<file path="src/rtl/dmem_arb_pkg.sv">
// Shared types for the data-memory arbiter: FSM state encoding and grant source.
// Also used by the CPU top level and the testbench monitor.
package dmem_arb_pkg;

    typedef enum logic [1:0] {
        ST_IDLE     = 2'd0,
        ST_CPU_BUSY = 2'd1,
        ST_DMA_BUSY = 2'd2
    } arb_state_e;

    typedef enum logic [1:0] {
        SRC_NONE = 2'd0,
        SRC_CPU  = 2'd1,
        SRC_DMA  = 2'd2
    } gnt_src_e;

    // DMA wins when starved or when the CPU is not asking; CPU wins ties otherwise.
    function automatic gnt_src_e arbitrate(input logic cpu_req,
                                           input logic dma_req,
                                           input logic starved);
        gnt_src_e src;
        src = SRC_NONE;
        if (dma_req && (starved || !cpu_req)) begin
            src = SRC_DMA;
        end else if (cpu_req) begin
            src = SRC_CPU;
        end
        return src;
    endfunction

endpackage

</file>
<file path="src/rtl/dmem_arb_starve_ctr.sv">
// Saturating count of cycles the DMA port has waited; flags when it has
// waited long enough to override the CPU's default priority.
module dmem_arb_starve_ctr #(
    parameter int unsigned STARVE_MAX = 4
) (
    input  logic clk_i,
    input  logic rst_i,
    input  logic inc_i,
    input  logic clr_i,
    output logic starved_o
);
    localparam int unsigned CNT_W = (STARVE_MAX < 1) ? 1 : $clog2(STARVE_MAX + 1);
    localparam logic [CNT_W-1:0] CNT_MAX = CNT_W'(STARVE_MAX);

    logic [CNT_W-1:0] cnt_q;
    logic [CNT_W-1:0] cnt_d;

    // Clear has priority: the grant cycle also sees the request still high.
    always_comb begin
        cnt_d = cnt_q;
        if (clr_i) begin
            cnt_d = '0;
        end else if (inc_i && (cnt_q != CNT_MAX)) begin
            cnt_d = cnt_q + 1'b1;
        end
    end

    always_ff @(posedge clk_i or posedge rst_i) begin
        if (rst_i) begin
            cnt_q <= '0;
        end else begin
            cnt_q <= cnt_d;
        end
    end

    assign starved_o = (cnt_q >= CNT_MAX);

endmodule

</file>
<file path="src/rtl/dmem_arbiter.sv">
// Shares one fixed-latency data memory between the CPU MEM stage and a DMA
// loader port; stalls the CPU pipeline until its access completes.
module dmem_arbiter
    import dmem_arb_pkg::*;
#(
    parameter int unsigned ADDR_W     = 32,
    parameter int unsigned DATA_W     = 32,
    parameter int unsigned MEM_LAT    = 2,
    parameter int unsigned STARVE_MAX = 4
) (
    input  logic              clk_i,
    input  logic              rst_i,
    input  logic              cpu_req_i,
    input  logic              cpu_we_i,
    input  logic [ADDR_W-1:0] cpu_addr_i,
    input  logic [DATA_W-1:0] cpu_wdata_i,
    output logic [DATA_W-1:0] cpu_rdata_o,
    output logic              cpu_stall_o,
    input  logic              dma_req_i,
    input  logic              dma_we_i,
    input  logic [ADDR_W-1:0] dma_addr_i,
    input  logic [DATA_W-1:0] dma_wdata_i,
    output logic              dma_gnt_o,
    output logic [DATA_W-1:0] dma_rdata_o,
    output logic              dma_done_o,
    output logic              mem_en_o,
    output logic              mem_we_o,
    output logic [ADDR_W-1:0] mem_addr_o,
    output logic [DATA_W-1:0] mem_wdata_o,
    input  logic [DATA_W-1:0] mem_rdata_i
);
    localparam int unsigned LAT_W = (MEM_LAT > 1) ? $clog2(MEM_LAT) : 1;
    localparam logic [LAT_W-1:0] LAT_LOAD = LAT_W'(MEM_LAT - 1);

    arb_state_e        state_q, state_d;
    logic [LAT_W-1:0]  lat_q, lat_d;
    logic              mem_en_q, mem_en_d;
    logic              mem_we_q, mem_we_d;
    logic [ADDR_W-1:0] mem_addr_q, mem_addr_d;
    logic [DATA_W-1:0] mem_wdata_q, mem_wdata_d;
    logic [DATA_W-1:0] cpu_rdata_q, cpu_rdata_d;
    logic [DATA_W-1:0] dma_rdata_q, dma_rdata_d;
    logic              dma_done_q, dma_done_d;

    gnt_src_e gnt_src;
    logic     starved;
    logic     starve_inc;
    logic     starve_clr;
    logic     cpu_done;

    assign gnt_src    = arbitrate(cpu_req_i, dma_req_i, starved);
    assign starve_inc = dma_req_i && (state_q != ST_DMA_BUSY);
    assign starve_clr = (state_q == ST_IDLE) && (gnt_src == SRC_DMA);

    dmem_arb_starve_ctr #(
        .STARVE_MAX (STARVE_MAX)
    ) u_starve_ctr (
        .clk_i     (clk_i),
        .rst_i     (rst_i),
        .inc_i     (starve_inc),
        .clr_i     (starve_clr),
        .starved_o (starved)
    );

    always_comb begin
        state_d     = state_q;
        lat_d       = lat_q;
        mem_en_d    = mem_en_q;
        mem_we_d    = mem_we_q;
        mem_addr_d  = mem_addr_q;
        mem_wdata_d = mem_wdata_q;
        cpu_rdata_d = cpu_rdata_q;
        dma_rdata_d = dma_rdata_q;
        dma_done_d  = 1'b0;
        case (state_q)
            ST_IDLE: begin
                mem_en_d = 1'b0;
                mem_we_d = 1'b0;
                if (gnt_src == SRC_DMA) begin
                    state_d     = ST_DMA_BUSY;
                    lat_d       = LAT_LOAD;
                    mem_en_d    = 1'b1;
                    mem_we_d    = dma_we_i;
                    mem_addr_d  = dma_addr_i;
                    mem_wdata_d = dma_wdata_i;
                end else if (gnt_src == SRC_CPU) begin
                    state_d     = ST_CPU_BUSY;
                    lat_d       = LAT_LOAD;
                    mem_en_d    = 1'b1;
                    mem_we_d    = cpu_we_i;
                    mem_addr_d  = cpu_addr_i;
                    mem_wdata_d = cpu_wdata_i;
                end
            end
            ST_CPU_BUSY, ST_DMA_BUSY: begin
                if (lat_q == '0) begin
                    state_d  = ST_IDLE;
                    mem_en_d = 1'b0;
                    mem_we_d = 1'b0;
                    if (state_q == ST_CPU_BUSY) begin
                        cpu_rdata_d = mem_rdata_i;
                    end else begin
                        dma_rdata_d = mem_rdata_i;
                        dma_done_d  = 1'b1;
                    end
                end else begin
                    lat_d = lat_q - 1'b1;
                end
            end
            default: begin
                state_d  = ST_IDLE;
                mem_en_d = 1'b0;
                mem_we_d = 1'b0;
            end
        endcase
    end

    always_ff @(posedge clk_i or posedge rst_i) begin
        if (rst_i) begin
            state_q     <= ST_IDLE;
            lat_q       <= '0;
            mem_en_q    <= 1'b0;
            mem_we_q    <= 1'b0;
            mem_addr_q  <= '0;
            mem_wdata_q <= '0;
            cpu_rdata_q <= '0;
            dma_rdata_q <= '0;
            dma_done_q  <= 1'b0;
        end else begin
            state_q     <= state_d;
            lat_q       <= lat_d;
            mem_en_q    <= mem_en_d;
            mem_we_q    <= mem_we_d;
            mem_addr_q  <= mem_addr_d;
            mem_wdata_q <= mem_wdata_d;
            cpu_rdata_q <= cpu_rdata_d;
            dma_rdata_q <= dma_rdata_d;
            dma_done_q  <= dma_done_d;
        end
    end

    // Load data bypasses the capture register so the pipeline can advance
    // at the end of the completion cycle.
    assign cpu_done    = (state_q == ST_CPU_BUSY) && (lat_q == '0);
    assign cpu_stall_o = cpu_req_i && !cpu_done;
    assign cpu_rdata_o = cpu_done ? mem_rdata_i : cpu_rdata_q;

    assign dma_gnt_o   = (state_q == ST_DMA_BUSY);
    assign dma_rdata_o = dma_rdata_q;
    assign dma_done_o  = dma_done_q;
    assign mem_en_o    = mem_en_q;
    assign mem_we_o    = mem_we_q;
    assign mem_addr_o  = mem_addr_q;
    assign mem_wdata_o = mem_wdata_q;

endmodule

</file>
<file path="config.mk">
export PLATFORM = sky130hd
export DESIGN_NAME = dmem_arbiter
export DESIGN_NICKNAME = d
export VERILOG_FILES = /design/src/rtl/dmem_arb_pkg.sv /design/src/rtl/dmem_arb_starve_ctr.sv /design/src/rtl/dmem_arbiter.sv
export SDC_FILE = /design/constraint.sdc
export NUM_CORES = 1
export LEC_CHECK = 0
export BUFFER_PORTS_ARGS = -buffer_cell sky130_fd_sc_hd__buf_2
export CAP_MARGIN = 40
export CORE_MARGIN = 2
export CORE_UTILIZATION = 42
export CTS_CLUSTER_DIAMETER = 30
export DETAILED_ROUTE_END_ITERATION = 16
export PLACE_DENSITY = 0.84
export SYNTH_ARGS = -nofsm -noshare
export SYNTH_HDL_FRONTEND = slang
export SYNTH_SLANG_ARGS = --single-unit
</file>
<file path="constraint.sdc">
create_clock -name clk_i -period 6.1 [get_ports clk_i]
set_input_delay 1.83 -clock clk_i [delete_from_list [all_inputs] [get_ports clk_i]]
set_output_delay 1.83 -clock clk_i [all_outputs]
set_load 0.02 [all_outputs]
</file>
==> impl_metrics.env <==
export IMPL_drtIter0Drc=297
export IMPL_final_hold_viol_count=0
export IMPL_grt_usage_pct=21.90
export IMPL_timing_fmax_mhz=237.2
export IMPL_synth_cell_types=30
export IMPL_avgSynthCellArea_um2=10.92
export IMPL_clk_pin_slew_ps=60
export IMPL_tns_ps=0
export IMPL_synth_top_area_cell="dfrtp_1"
export IMPL_routabilityCongestion=0.7842
export IMPL_yosys_most_used_dff="dfrtp_1"
export IMPL_startpoint="mem_rdata_i[31]"
export IMPL_wl_per_cell_um=16.81
export IMPL_wirelength_mm=17.97
export IMPL_h_tree_depth=4
export IMPL_start_util_pct=42.69
export IMPL_rsz0062_at_grt="false"
export IMPL_drc_errors=0
export IMPL_setup_violations_final=0
export IMPL_place_inst=1035
export IMPL_seq_area_frac_synth_pct=53.21
export IMPL_synth_top_cells_by_area="dfrtp_1 (53%), mux2_2 (17%), a31oi_1 (6.2%), nand3_1 (5.0%), o21ai_0 (4.8%)"
export IMPL_stdcell_count=1069
export IMPL_rows=45
export IMPL_hold_buffers=0
export IMPL_grt_pass1_vias=5624
export IMPL_cts_root_buffer="clkbuf_16"
export IMPL_syn_num_nets=762
export IMPL_grt_overflow=0
export IMPL_core_um2=15090
export IMPL_ir_drop_uv=256.5
export IMPL_synth_edff_count=0
export IMPL_areaGrowthSynthToFinish_pct=33.48
export IMPL_ys_warn_count=0
export IMPL_io_buffers=298
export IMPL_dr_pass1_iters=6
export IMPL_dieArea_um2=16350
export IMPL_yosysTopAreaCellShare_pct=53.21
export IMPL_crit_required_ps=4270
export IMPL_synth_seq_cells=137
export IMPL_antenna_found_initial=2
export IMPL_grt_max_degree=72
export IMPL_max_slew_worst_pin_slew_ps=771.6
export IMPL_clkLatencyLatePin_ps=410
export IMPL_numCtsBuffers=17
export IMPL_cp_start_kind="primary input"
export IMPL_fill_cells=1276
export IMPL_io_pins=299
export IMPL_status="complete, no violations"
export IMPL_postCtsSetupBuffers=0
export IMPL_cp_data_arrival_time_ps=2390
export IMPL_synth_area_um2=6442
export IMPL_endpoint_kind="output pin"
export IMPL_hp_start="cpu_rdata_q[0]$_DFFE_PP0P_"
export IMPL_ctsResizeCount=0
export IMPL_vias_per_cell=5.319
export IMPL_skew_ps=11.99
export IMPL_power_density_nw_per_um2=599.3
export IMPL_slew_violations=0
export IMPL_ys_async_sr_fraction_pct=100.0
export IMPL_detail_route_antenna_nets=0
export IMPL_setup_ws_ps=1884
export IMPL_clk_path_buf_depth=2
export IMPL_synth_cells=590
export IMPL_p_leak_nw=4.009
export IMPL_grt_pass1_wl_mm=28.17
export IMPL_tritoncts="built"
export IMPL_reg2reg_from="state_q[1]$_DFFE_PP0P_"
export IMPL_slew_headroom_pct=48.56
export IMPL_die_w_um=127.9
export IMPL_hold_path_class="flip-flop to flip-flop"
export IMPL_fin_nets=1038
export IMPL_dp_slack_ps=1887
export IMPL_num_vias=5686
export IMPL_dpl_hpwl_mm=12.76
export IMPL_clock_sinks=137
export IMPL_period_minus_slack_ps=4216
export IMPL_die_h_um=127.9
export IMPL_drive_above_1_share_pct=50.40
export IMPL_min_period_over_period_pct=69.11
export IMPL_critical_path_class="primary input to output pin"
export IMPL_total_power_mw=5.153
export IMPL_crit_path_max_fanout=3
export IMPL_max_cap_violations=0
==> cell usage in the layout, fill, tap and decap left out, types with 2 or more instances in the layout <==
cell        count
inv_6           5
dfrtp_1       137
and2_1          4
clkbuf_16      17
mux2_2         96
inv_8           2
nand2_1         5
o21ai_0        62
a32oi_1         2
buf_2         298
bufinv_16       2
nand3_1        64
buf_4           9
o21ai_1         5
o2bb2ai_1       2
ha_1            6
inv_1           7
a31oi_1        64
diode_2         2
a21oi_1         3
nor2_1         66
clkinvlp_4      2
clkinv_4        3
==> final timing paths <==
path                            slack [ps]  cells past startpoint                          to
worst max-delay path                  1880                      3             cpu_rdata_o[31]
worst min-delay path                   500                      1  cpu_rdata_q[0]$_DFFE_PP0P_
worst max register to register        3820                      6  mem_wdata_o[5]$_DFFE_PP0P_
worst min register to register         500                      1  cpu_rdata_q[0]$_DFFE_PP0P_
max in group asynchronous             3500                      4  cpu_rdata_q[4]$_DFFE_PP0P_
min in group asynchronous             1390                      2        dma_done_o$_DFF_PP0_
==> sequential cells by signal, summed over array words and instances, names as in the netlist <==
register	cells
dma_done_o	1
mem_en_o	1
cpu_rdata_q	32
u_starve_ctr.cnt_q	3
mem_we_o	1
mem_wdata_o	32
mem_addr_o	32
dma_rdata_o	32
state_q	2
lat_q	1
==> per-stage QoR <==
step	utilization (%)	area, µm²	hold WS, ps
global route	56.97	8597	511.2
finish	56.99	8600	500.1
CTS	56.96	8594	500.6
detailed placement	52.96	7991	478.9
floorplan	-	6442	473.6
global placement	52.65	7944	465.3
==> cell type report <==
class	count	area [µm²]	area share, %
inverter	9	38.79	0.4510
sequential	137	3428	39.87
clock inverter	14	163.9	1.906
antenna	2	5.005	0.05820
timing repair buffer	309	1607	18.68
clock buffer	18	439.2	5.107
multi-input combinational	392	2683	31.19
tap	188	235.2	2.735
==> power breakdown <==
group          leakage, nW  internal [mW]  switching, mW
combinational         2.13          0.982           1.50
clock                0.292          0.625          0.420
sequential            1.59           1.38          0.241
==> metal layers <==
layer | part of all wire, % | vias up | GRT usage (%) | wire (µm)
met5 | 0 | - | 0 | 0
met1 | 40 | 2665 | 25.30 | 7123
met2 | 50 | 303 | 38.00 | 9004
li1 | - | 2694 | - | -
met4 | 1.5 | 0 | 7.886 | 265
met3 | 8.8 | 24 | 7.304 | 1581
==> cell families (layout without fill, tap and decap cells) <==
group | count (synthesis) | count (layout) | synth area share [%]
adders and majority gates | 6 | 6 | 1.165
and+or+nand+nor | 146 | 146 | 10.41
AOI/OAI and AO/OA | 142 | 142 | 12.68
buffers and inverters | 61 | 350 | 5.419
DFF | 137 | 137 | 53.21
other | 0 | 2 | 0
muxes | 98 | 98 | 17.11
==> worst max-delay path, cell delays in order <==
cell and delay, ps:
buf_2 110, mux2_2 280, buf_2 160
==> synthesized netlist by cell type, types with 4 or more instances <==
| cell type | number |
|---|---|
| o21ai_0 | 62 |
| o21ai_1 | 5 |
| buf_6 | 8 |
| ha_1 | 6 |
| nand2_1 | 6 |
| nor2_1 | 66 |
| buf_2 | 27 |
| nand3_1 | 64 |
| dfrtp_1 | 137 |
| a31oi_1 | 64 |
| mux2_2 | 96 |
| clkbuf_1 | 10 |
| and2_1 | 4 |
| inv_1 | 8 |
| buf_4 | 7 |
Power figures use the tool's default switching activity.
